<file path="src/rtl/noc_pkg.sv">
// Shared NoC definitions: flit type encodings, type-field width, flit width rule
// and the traffic generator FSM states.
package noc_pkg;

    localparam int HEAD_TAIL = 2;

    typedef enum logic [1:0] {
        FLIT_TAIL      = 2'b00,
        FLIT_HEAD      = 2'b01,
        FLIT_BODY      = 2'b10,
        FLIT_HEAD_TAIL = 2'b11
    } flit_type_t;

    typedef enum logic [1:0] {
        ST_GAP,
        ST_HEAD,
        ST_BODY,
        ST_DONE
    } tg_state_t;

    function automatic int flit_total_width(input int data_width);
        return data_width + HEAD_TAIL;
    endfunction

endpackage

</file>
<file path="src/rtl/noc_lfsr.sv">
// 16-bit Fibonacci LFSR, x^16+x^14+x^13+x^11+1, stepped only when advance is high.
module noc_lfsr #(
    parameter logic [15:0] SEED  = 16'hACE1,
    parameter int          OUT_W = 16
) (
    input  logic             clk,
    input  logic             reset,
    input  logic             advance,
    output logic [OUT_W-1:0] value
);

    logic [15:0] r_lfsr;
    logic        w_feedback;

    // Right-shift form of the polynomial: taps 16,14,13,11 land on bits 0,2,3,5.
    assign w_feedback = r_lfsr[0] ^ r_lfsr[2] ^ r_lfsr[3] ^ r_lfsr[5];

    // NOTE: non-blocking assignments so every register samples pre-edge values.
    always_ff @(posedge clk) begin
        if (reset) begin
            r_lfsr <= SEED;
        end else if (advance) begin
            r_lfsr <= {w_feedback, r_lfsr[15:1]};
        end
    end

    assign value = r_lfsr[OUT_W-1:0];

endmodule

</file>
<file path="src/rtl/noc_traffic_gen.sv">
// Spidergon NoC traffic generator: injects PACKET_LEN-flit packets separated by
// INJECT_GAP idle cycles, with a destination chosen by one of four traffic patterns.
module noc_traffic_gen
    import noc_pkg::*;
#(
    parameter int          NUM_OF_NODES            = 8,
    parameter int          FLIT_DATA_WIDTH         = 16,
    parameter int          NUM_OF_VIRTUAL_CHANNELS = 2,
    parameter int          NODE_ID                 = 0,
    parameter int          PACKET_LEN              = 4,
    parameter int          INJECT_GAP              = 2,
    parameter int          NUM_PACKETS             = 16,
    parameter int          HOTSPOT_NODE            = 0,
    parameter logic [15:0] LFSR_SEED               = 16'hACE1,
    localparam int         VW = (NUM_OF_VIRTUAL_CHANNELS > 1) ? $clog2(NUM_OF_VIRTUAL_CHANNELS) : 1
) (
    input  logic                                          clk,
    input  logic                                          reset,
    input  logic                                          enable,
    input  logic [1:0]                                    mode,
    output logic [flit_total_width(FLIT_DATA_WIDTH)-1:0]  flit_out,
    output logic                                          flit_valid,
    input  logic                                          flit_ready,
    output logic [VW-1:0]                                 vc_sel,
    output logic [15:0]                                   packets_sent,
    output logic                                          done
);

    localparam int NW  = $clog2(NUM_OF_NODES);
    localparam int FW  = FLIT_DATA_WIDTH;
    localparam int PAD = FW - 2 * NW;
    localparam int IW  = (PACKET_LEN > 1) ? $clog2(PACKET_LEN) : 1;
    localparam int GW  = (INJECT_GAP > 0) ? $clog2(INJECT_GAP + 1) : 1;

    localparam logic [IW-1:0] LAST_IDX   = IW'(PACKET_LEN - 1);
    localparam logic [GW-1:0] GAP_END    = GW'(INJECT_GAP);
    localparam logic [VW-1:0] LAST_VC    = VW'(NUM_OF_VIRTUAL_CHANNELS - 1);
    localparam logic [NW-1:0] SRC_ID     = NW'(NODE_ID);
    localparam logic [15:0]   PKT_TARGET = 16'(NUM_PACKETS);

    tg_state_t     r_state, w_state_nxt;
    logic [GW-1:0] r_gap_cnt, w_gap_nxt;
    logic [IW-1:0] r_idx, w_idx_nxt;
    logic [NW-1:0] r_dest, w_dest_nxt;
    logic [VW-1:0] r_vc, w_vc_nxt;
    logic [VW-1:0] r_vc_ctr, w_vc_ctr_nxt;
    logic [15:0]   r_pkts, w_pkts_nxt;

    logic          w_start;
    logic          w_complete;
    logic          w_fire;
    logic [NW-1:0] w_lfsr;
    logic [NW-1:0] w_dest_raw;
    logic [NW-1:0] w_dest_sel;
    flit_type_t    w_type;
    logic [FW-1:0] w_data;

    noc_lfsr #(
        .SEED  (LFSR_SEED),
        .OUT_W (NW)
    ) u_lfsr (
        .clk     (clk),
        .reset   (reset),
        .advance (w_start),
        .value   (w_lfsr)
    );

    always_comb begin
        case (mode)
            2'd0:    w_dest_raw = NW'(HOTSPOT_NODE);
            2'd1:    w_dest_raw = w_lfsr;
            2'd2:    w_dest_raw = NW'((NODE_ID + 1) % NUM_OF_NODES);
            default: w_dest_raw = ~SRC_ID;
        endcase
        // A generator never targets itself; bump to the next node on the ring.
        w_dest_sel = (w_dest_raw == SRC_ID) ? NW'((int'(w_dest_raw) + 1) % NUM_OF_NODES)
                                            : w_dest_raw;
    end

    assign flit_valid = (r_state == ST_HEAD) || (r_state == ST_BODY);
    assign w_fire     = flit_valid && flit_ready;

    // NOTE: every always_comb output gets a default first so no latch is inferred.
    always_comb begin
        w_state_nxt  = r_state;
        w_gap_nxt    = r_gap_cnt;
        w_idx_nxt    = r_idx;
        w_dest_nxt   = r_dest;
        w_vc_nxt     = r_vc;
        w_vc_ctr_nxt = r_vc_ctr;
        w_pkts_nxt   = r_pkts;
        w_start      = 1'b0;
        w_complete   = 1'b0;
        case (r_state)
            ST_GAP: begin
                if (enable) begin
                    if (r_gap_cnt == GAP_END) begin
                        w_state_nxt  = ST_HEAD;
                        w_start      = 1'b1;
                        w_dest_nxt   = w_dest_sel;
                        w_idx_nxt    = '0;
                        w_vc_nxt     = r_vc_ctr;
                        w_vc_ctr_nxt = (r_vc_ctr == LAST_VC) ? '0 : r_vc_ctr + 1'b1;
                    end else begin
                        w_gap_nxt = r_gap_cnt + 1'b1;
                    end
                end
            end
            ST_HEAD: begin
                if (w_fire) begin
                    if (PACKET_LEN == 1) begin
                        w_complete = 1'b1;
                    end else begin
                        w_state_nxt = ST_BODY;
                        w_idx_nxt   = IW'(1);
                    end
                end
            end
            ST_BODY: begin
                if (w_fire) begin
                    if (r_idx == LAST_IDX) w_complete = 1'b1;
                    else                   w_idx_nxt  = r_idx + 1'b1;
                end
            end
            default: ;
        endcase
        if (w_complete) begin
            w_pkts_nxt  = r_pkts + 16'd1;
            w_gap_nxt   = '0;
            w_state_nxt = ((NUM_PACKETS != 0) && (w_pkts_nxt == PKT_TARGET)) ? ST_DONE : ST_GAP;
        end
    end

    always_comb begin
        w_type = FLIT_TAIL;
        w_data = '0;
        case (r_state)
            ST_HEAD: begin
                w_type = (PACKET_LEN == 1) ? FLIT_HEAD_TAIL : FLIT_HEAD;
                w_data = FW'({r_dest, SRC_ID}) << PAD;
            end
            ST_BODY: begin
                w_type = (r_idx == LAST_IDX) ? FLIT_TAIL : FLIT_BODY;
                w_data = FW'(r_idx);
            end
            default: ;
        endcase
    end

    always_ff @(posedge clk) begin
        if (reset) begin
            r_state   <= ST_GAP;
            r_gap_cnt <= '0;
            r_idx     <= '0;
            r_dest    <= '0;
            r_vc      <= '0;
            r_vc_ctr  <= '0;
            r_pkts    <= '0;
        end else begin
            r_state   <= w_state_nxt;
            r_gap_cnt <= w_gap_nxt;
            r_idx     <= w_idx_nxt;
            r_dest    <= w_dest_nxt;
            r_vc      <= w_vc_nxt;
            r_vc_ctr  <= w_vc_ctr_nxt;
            r_pkts    <= w_pkts_nxt;
        end
    end

    assign flit_out     = {w_type, w_data};
    assign vc_sel       = r_vc;
    assign packets_sent = r_pkts;
    assign done         = (r_state == ST_DONE);

endmodule

</file>
<file path="config.mk">
export PLATFORM = sky130hd
export DESIGN_NAME = noc_traffic_gen
export DESIGN_NICKNAME = d
export VERILOG_FILES = /design/src/rtl/noc_pkg.sv /design/src/rtl/noc_lfsr.sv /design/src/rtl/noc_traffic_gen.sv
export SDC_FILE = /design/constraint.sdc
export NUM_CORES = 1
export LEC_CHECK = 0
export BUFFER_PORTS_ARGS = -buffer_cell sky130_fd_sc_hd__clkbuf_2
export CORE_UTILIZATION = 45
export CTS_CLUSTER_SIZE = 8
export DETAILED_ROUTE_END_ITERATION = 16
export PLACE_DENSITY = 0.69
export SLEW_MARGIN = 20
export SYNTH_ARGS = -nofsm -noshare
export SYNTH_HDL_FRONTEND = slang
export SYNTH_HIERARCHICAL = 1
export SYNTH_SLANG_ARGS = --single-unit
</file>
<file path="constraint.sdc">
create_clock -name clk -period 3.27 [get_ports clk]
set_clock_uncertainty 0.1 [all_clocks]
set_input_delay 0.654 -clock clk [delete_from_list [all_inputs] [get_ports clk]]
set_output_delay 0.654 -clock clk [all_outputs]
set_load 0.02 [all_outputs]
</file>
==> results.sh, run 1 <==
export IMPL_p_total_mw=1.307
export IMPL_antenna_violations_before_repair=0
export IMPL_cts_repair_resize_count=0
export IMPL_ys_warn_count=6
export IMPL_htreeDepth=2
export IMPL_pin_count_of_the_biggest_net_entering_global_routing=38
export IMPL_number_of_cts_inserted_buffers=5
export IMPL_design_area_mm2=0.002515
export IMPL_clkSlewWorstSetupHoldPaths_ns=0.08
export IMPL_die_width_um=74.44
export IMPL_synth_xor_area_share_pct=8.903
export IMPL_track_usage_pct=16.56
export IMPL_final_min_clock_period_ns=2.371
export IMPL_worstPathCellList="inv_1 -> ha_1 -> nand4_2 -> nor3_1 -> nor3b_1 -> xnor2_1 -> nor2_1"
export IMPL_synthesis_area_mm2=0.002361
export IMPL_routed_wire_length_per_instance_um=11.84
export IMPL_timing_max_cap_violations=0
export IMPL_placement_cell_area_mm2=0.002426
export IMPL_drive_above_1_share_pct=16.72
export IMPL_ys_types=47
export IMPL_leakage_nw=0.9610
export IMPL_post_synthesis_instance_total=271
export IMPL_maxUsedRoutingLayer="met4"
export IMPL_vdd_drop_max_v=0.0002658
export IMPL_flow_area_growth_from_synthesis_pct=6.518
export IMPL_worstMarginPinSlew_ns=0.7323
export IMPL_rsz0062_at_grt="false"
export IMPL_synth_mux_area_share_pct=6.783
export IMPL_simple_gate_portion_of_the_synthesized_area_pct=23.85
export IMPL_final_hold_worst_slack_ns=0.3467
export IMPL_fp_dieArea_mm2=0.005541
export IMPL_place_port_buffers=31
export IMPL_ys_async_sr_fraction_pct=0
export IMPL_dr_wl_met2_mm=1.972
export IMPL_outcome="finished, final reports clean"
export IMPL_detailed_route_drc_error_count=0
export IMPL_timing_critical_path_buf_inv=1
export IMPL_std_cell_rows=25
export IMPL_post_cts_setup_buffers=0
export IMPL_cpMaxStageDelayCell="sky130_fd_sc_hd__nor3_1"
export IMPL_die_h_um=74.44
export IMPL_finalSetupViolCount=0
export IMPL_numClockSinks=43
export IMPL_most_common_layout_cells="43 x sky130_fd_sc_hd__dfxtp_1, 33 x sky130_fd_sc_hd__nor2_1, 31 x sky130_fd_sc_hd__clkbuf_2, 26 x sky130_fd_sc_hd__nand2_1, 17 x sky130_fd_sc_hd__xnor2_1"
export IMPL_count_of_state_elements_after_synthesis=43
export IMPL_tritoncts_clock_tree="yes"
export IMPL_drt_pass1_iterations=4
export IMPL_number_of_global_route_vias_before_repair=1556
export IMPL_synth_edff_count=0
export IMPL_worst_path_max_fanout=9
export IMPL_hold_viol=0
export IMPL_io_pin_count=43
export IMPL_type_of_the_worst_setup_path="register to register"
export IMPL_grt_pass1_wl_mm=7.017
export IMPL_avgSynthCellArea_um2=8.712
export IMPL_final_period_utilization_pct=72.51
export IMPL_wl_met3_um=189
export IMPL_clock_insertion_delay_worst_skew_ns=0.30
export IMPL_synth_top_family_by_area="simple AND/OR/NAND/NOR gates"
export IMPL_critPathArrivalTime_ns=2.43
export IMPL_drtAntennaViolNets=0
export IMPL_synth_main_ff_cell="sky130_fd_sc_hd__dfxtp_1"
export IMPL_layoutNonFillerInstCount=360
export IMPL_synth_compound_gate_area_share_pct=8.850
export IMPL_clock_tree_buffer_depth=2
export IMPL_synthAdderAreaFrac_pct=4.769
export IMPL_hold_buffers=0
export IMPL_crit_path_end_kind="register"
export IMPL_wl_met1_mm=2.043
export IMPL_dp_hpwl_mm=3.057
export IMPL_place_congestion=0.8976
export IMPL_required_ns=3.33
export IMPL_initial_core_util_pct=48.38
export IMPL_route_vias_total=1835
export IMPL_cts_root_buffer_cell="sky130_fd_sc_hd__clkbuf_8"
export IMPL_drt_iter0_drc=65
export IMPL_layout_nets=307
export IMPL_start_kind="register"
export IMPL_seq_area_frac_synth_pct=36.46
export IMPL_fmaxAchievable_ghz=0.4217
export IMPL_crit_path_max_incr_delay_ns=0.44
export IMPL_placedCellCount=352
export IMPL_slew_violations=0
export IMPL_grt_overflow_total=0
export IMPL_antenna_cells=0
export IMPL_layout_cells_most_common="sky130_fd_sc_hd__dfxtp_1"
export IMPL_crit_family="simple AND/OR/NAND/NOR gates"
export IMPL_power_density_mw_per_mm2=519.7
export IMPL_drt_wl_total_mm=4.264
export IMPL_fp_coreArea_mm2=0.004880
export IMPL_slew_limit_headroom_pct=51.18
export IMPL_min_path_type="register to register"
export IMPL_fin_setup_tns_ns=0
export IMPL_drt_vias_per_instance=5.097
state kept, by name, indices dropped and copies added (netlist names):
register,cells
packets_sent,16
u_lfsr/r_lfsr,16
r_dest,3
r_gap_cnt,2
r_idx,2
r_state,2
r_vc_ctr,1
vc_sel,1
worst register-to-register path, cell delays in order (launching register included):
cell,delay [ns]
sky130_fd_sc_hd__dfxtp_1,0.39
sky130_fd_sc_hd__inv_1,0.10
sky130_fd_sc_hd__ha_1,0.43
sky130_fd_sc_hd__nand4_2,0.29
sky130_fd_sc_hd__nor3_1,0.44
sky130_fd_sc_hd__nor3b_1,0.28
sky130_fd_sc_hd__xnor2_1,0.14
sky130_fd_sc_hd__nor2_1,0.05
through the flow:
| stage | util (%) | setup slack (ns) |
|---|---|---|
| global route | 51.54 | 0.7053 |
| global placement | 49.72 | 1.004 |
| CTS | 51.54 | 0.8861 |
| detailed placement | 49.72 | 0.9144 |
| floorplan | - | 1.066 |
| finish | 51.54 | 0.8989 |
kinds of logic (layout without fill, tap and decap cells):
| family | Yosys count | after routing |
|---|---|---|
| AOI/OAI and AO/OA | 32 | 32 |
| and+or+nand+nor | 112 | 112 |
| buffers and inverters | 34 | 46 |
| DFF | 43 | 43 |
| other | 1 | 11 |
| xor gates and xnor gates | 24 | 24 |
| adders and majority gates | 9 | 9 |
| muxes | 16 | 16 |
synthesized netlist by cell type, drive strengths merged, types with 6 or more instances:
library cell | instances | area share, %
dfxtp | 43 | 36
nor2 | 33 | 5.2
nand2 | 27 | 4.4
buf | 21 | 7.3
xnor2 | 17 | 6.3
mux2i | 16 | 6.8
a21oi | 12 | 2.5
nand4 | 10 | 3.2
ha | 9 | 4.8
nand3 | 9 | 1.9
nor3 | 9 | 1.9
clkbuf | 7 | 2.0
xor2 | 7 | 2.6
o21ai | 6 | 1.4
path summary, 6_finish.rpt:
path	start	to	slack, ns	depth (start not counted)
worst max-delay path	r_state[0]	packets_sent[15]	0.90	7
worst min-delay path	r_dest[2]	r_dest[2]	0.35	2
worst max register to register	r_state[0]	packets_sent[15]	0.90	7
worst min register to register	r_dest[2]	r_dest[2]	0.35	2
power by group:
group          leakage (nW)  internal, mW  switching [mW]
sequential            0.348         0.573          0.0309
clock                0.0402         0.149           0.187
combinational         0.573         0.148           0.219
total                 0.961         0.870           0.437
area by class of cell:
cell class	instances	area (um^2)
Timing Repair Buffer	32	162.7
Sequential cell	43	860.8
Tap cell	67	83.83
Fill cell	495	2365
Inverter	6	22.52
Clock inverter	3	20.02
Multi-Input combinational cell	204	1296
Clock buffer	5	68.82
layer usage:
metal	up-vias	global-route usage, %
met4	0	5.660
met2	33	26.13
met3	7	4.607
met5	-	0
li1	951	-
met1	844	21.74
No activity file was read; power rests on OpenSTA's default activity.
==> run 2, diff against run 1 <==
- ABC_AREA: default -> 1
- PLACE_DENSITY: 0.69 -> 0.71
- clock period: 3.27 -> 2.06 ns (I/O delays scaled with it)
==> run 2 against run 1 <==
  * Via count increased by 17%
  * Sequential share of layout area decreased by 1.9 points
  * Routed wire length increased by 9.8%
  * Area after synthesis decreased by 0.79%
  * Die area decreased by 0.78%
  * Final area increased by 6.3%
  * Critical endpoint is now flit_out[17]
  * Largest power group unchanged
  * Highest routed layer unchanged
==> results.sh, run 2 <==
export IMPL_outcome="finished, final reports clean"
export IMPL_clock_insertion_delay_worst_skew_ns=0.29
export IMPL_synth_top_cells_by_count="93 x sky130_fd_sc_hd__nand2_1, 45 x sky130_fd_sc_hd__inv_1, 43 x sky130_fd_sc_hd__dfxtp_1"
export IMPL_place_congestion=0.7803
export IMPL_synth_edff_count=0
export IMPL_gr_max_usage_layer="met2"
export IMPL_tritoncts_clock_tree="yes"
export IMPL_fp_dieArea_mm2=0.005497
export IMPL_hold_buffers=0
export IMPL_place_port_buffers=31
export IMPL_antenna_cells=0
export IMPL_final_hold_worst_slack_ns=0.3442
export IMPL_slew_violations=0
export IMPL_crit_path_max_incr_delay_ns=0.35
export IMPL_number_of_global_route_vias_before_repair=1802
export IMPL_final_min_clock_period_ns=1.910
export IMPL_hold_viol=0
export IMPL_cts_root_buffer_cell="sky130_fd_sc_hd__clkbuf_8"
export IMPL_drt_wl_total_mm=4.682
export IMPL_layout_cells_most_common="sky130_fd_sc_hd__nand2_1"
export IMPL_worstPathCellList="inv_1 -> ha_4 -> nand2_1 -> nor2_1 -> clkbuf_2"
export IMPL_cpMaxStageDelayCell="sky130_fd_sc_hd__dfxtp_2"
export IMPL_most_common_layout_cells="93 x sky130_fd_sc_hd__nand2_1, 45 x sky130_fd_sc_hd__inv_1, 41 x sky130_fd_sc_hd__dfxtp_1, 35 x sky130_fd_sc_hd__nor2_1, 31 x sky130_fd_sc_hd__clkbuf_2"
export IMPL_ys_warn_count=6
export IMPL_worst_path_max_fanout=4
export IMPL_numClockSinks=43
export IMPL_type_of_the_worst_setup_path="register to primary output"
export IMPL_synth_most_common_cell="sky130_fd_sc_hd__nand2_1"
export IMPL_post_place_ws_ns=0.1024
export IMPL_multi_input_comb_area_mm2=0.001220
export IMPL_dp_hpwl_mm=3.515
export IMPL_layout_utilization_pct=54.77
export IMPL_drt_pass1_iterations=4
export IMPL_number_of_cts_inserted_buffers=5
export IMPL_grt_overflow_total=0
export IMPL_p_seq_share_pct=43.2
export IMPL_fmaxAchievable_ghz=0.5237
export IMPL_die_width_um=74.15
export IMPL_cell_accounting_for_the_most_synthesized_area="sky130_fd_sc_hd__dfxtp_1"
export IMPL_clock_power_share_pct=32.5
export IMPL_detailed_route_drc_error_count=0
export IMPL_synth_top_cells_by_area="sky130_fd_sc_hd__dfxtp_1 37%, sky130_fd_sc_hd__nand2_1 15%, sky130_fd_sc_hd__inv_1 7.2%"
export IMPL_std_cell_rows=25
export IMPL_die_h_um=74.15
export IMPL_seq_area_frac_synth_pct=36.75
export IMPL_grt_util_met3_pct=4.336
export IMPL_fillers=500
export IMPL_rrSetupSlack_ns=0.20
export IMPL_synth_main_ff_cell="sky130_fd_sc_hd__dfxtp_1"
export IMPL_required_ns=1.55
export IMPL_fin_setup_tns_ns=0
export IMPL_final_setup_worst_slack_ns=0.1503
export IMPL_drt_iter0_drc=114
export IMPL_ys_types=25
export IMPL_power_density_mw_per_mm2=877.8
export IMPL_flow_area_growth_from_synthesis_pct=14.10
export IMPL_min_path_type="input pin to register"
export IMPL_initial_core_util_pct=48.00
export IMPL_post_synthesis_instance_total=348
export IMPL_layout_nets=396
export IMPL_synthesis_area_mm2=0.002342
export IMPL_pwr_share_comb_pct=24.3
export IMPL_route_vias_total=2147
export IMPL_leakage_nw=1.258
export IMPL_vdd_drop_max_v=0.0005245
export IMPL_crit_family="flip-flops"
export IMPL_clock_tree_buffer_depth=2
export IMPL_grt_pass1_wl_mm=7.803
export IMPL_crit_path_end_kind="primary output"
export IMPL_count_of_state_elements_after_synthesis=43
export IMPL_timing_critical_path_buf_inv=2
export IMPL_pin_count_of_the_biggest_net_entering_global_routing=28
export IMPL_clkSlewWorstSetupHoldPaths_ns=0.08
export IMPL_drtAntennaViolNets=0
export IMPL_power_share_switching_pct=30.47
export IMPL_total_switching_power_uw=714.8
export IMPL_ys_async_sr_fraction_pct=0
export IMPL_final_period_utilization_pct=92.70
export IMPL_grt_met2_usage_pct=30.51
export IMPL_drive_above_1_share_pct=15.71
export IMPL_routed_wire_length_per_instance_um=10.43
export IMPL_fp_coreArea_mm2=0.004880
export IMPL_internal_power_mw=1.631
export IMPL_drt_vias_per_instance=4.782
export IMPL_rsz0062_at_grt="false"
export IMPL_antenna_violations_before_repair=0
export IMPL_finalSetupViolCount=0
export IMPL_track_usage_pct=18.27
export IMPL_htreeDepth=2
export IMPL_timing_max_cap_violations=0
export IMPL_yosysTopAreaCellShare_pct=36.75
export IMPL_critPathArrivalTime_ns=1.40
export IMPL_gr_usage_met1_pct=24.04
export IMPL_p_total_mw=2.346
export IMPL_start_kind="register"
export IMPL_ff_latch_area_um2=863.3
export IMPL_io_pin_count=43
export IMPL_avgSynthCellArea_um2=6.731
==> run 2: cell types whose count changed after synthesis, moves of 7 or more <==
cell / change
sky130_fd_sc_hd__a21oi_1: +7
sky130_fd_sc_hd__xnor2_1: -17
sky130_fd_sc_hd__nor3_1: -9
sky130_fd_sc_hd__nand3_1: +15
sky130_fd_sc_hd__o21ai_0: +25
sky130_fd_sc_hd__inv_1: +40
sky130_fd_sc_hd__nand2_1: +67
sky130_fd_sc_hd__mux2i_1: -16
==> run 2: logic make-up (layout without fill, tap and decap cells) <==
kind of cell,count (synthesis),after routing,share of synthesized area (%)
adders and majority gates,9,9,4.808
buffers and inverters,67,91,13.73
xor gates and xnor gates,2,2,0.7480
DFF,43,43,36.75
other,1,11,0.1601
AOI/OAI and AO/OA,57,57,12.77
and+or+nand+nor,169,169,31.04
==> run 2: per-stage QoR <==
stage | std cells | cell area (um^2)
4_1_cts | 448 | 2640
3_5_place_dp | 440 | 2507
5_1_grt | 449 | 2673
2_1_floorplan | 358 | 2380
3_3_place_gp | 440 | 2507
6_report | 449 | 2673
==> run 2: cell type report <==
| cell class | instances | area share (%) |
|---|---|---|
| timing repair buffer | 37 | 7.491 |
| multi-input combinational | 248 | 45.65 |
| tap | 67 | 3.137 |
| clock buffer | 6 | 2.715 |
| clock inverter | 2 | 2.247 |
| sequential | 43 | 32.30 |
| inverter | 46 | 6.461 |
==> run 2: power by group through the flow <==
stage / Combinational [mW] / Sequential [mW] / Clock [mW]
after global placement: 0.535 / 1.03 / 0
after global routing: 0.656 / 1.03 / 0.815
after CTS: 0.551 / 1.01 / 0.786
after detailed placement: 0.548 / 1.03 / 0
after floorplan: 0.462 / 1.03 / 0
final: 0.569 / 1.01 / 0.763
==> run 2: tightest hold or removal path: stages <==
cell and delay, ns:
sky130_fd_sc_hd__clkbuf_2 0.10, sky130_fd_sc_hd__a21oi_1 0.04, sky130_fd_sc_hd__a31oi_1 0.14
==> run 2: worst paths after layout <==
kind                startpoint                 to  cells after the start
max                 r_state[1]       flit_out[17]                      5
min                    mode[1]          r_dest[0]                      3
max reg2reg         r_state[1]         r_state[0]                     11
min reg2reg  u_lfsr/r_lfsr[11]  u_lfsr/r_lfsr[11]                      2
==> run 2: timing repair <==
action / CTS / global route
gates resized for setup: 0 / 6
endpoints found under the hold margin: 0 / 0
setup buffers: 0 / 1
setup endpoints to repair: 0 / 19
==> run 2: per-layer routing <==
metal  routed length, um  vias up
met5                   0        -
met1                2287      952
met2                2215       44
met3                 161        2
met4                  19        0
li1                    -     1149
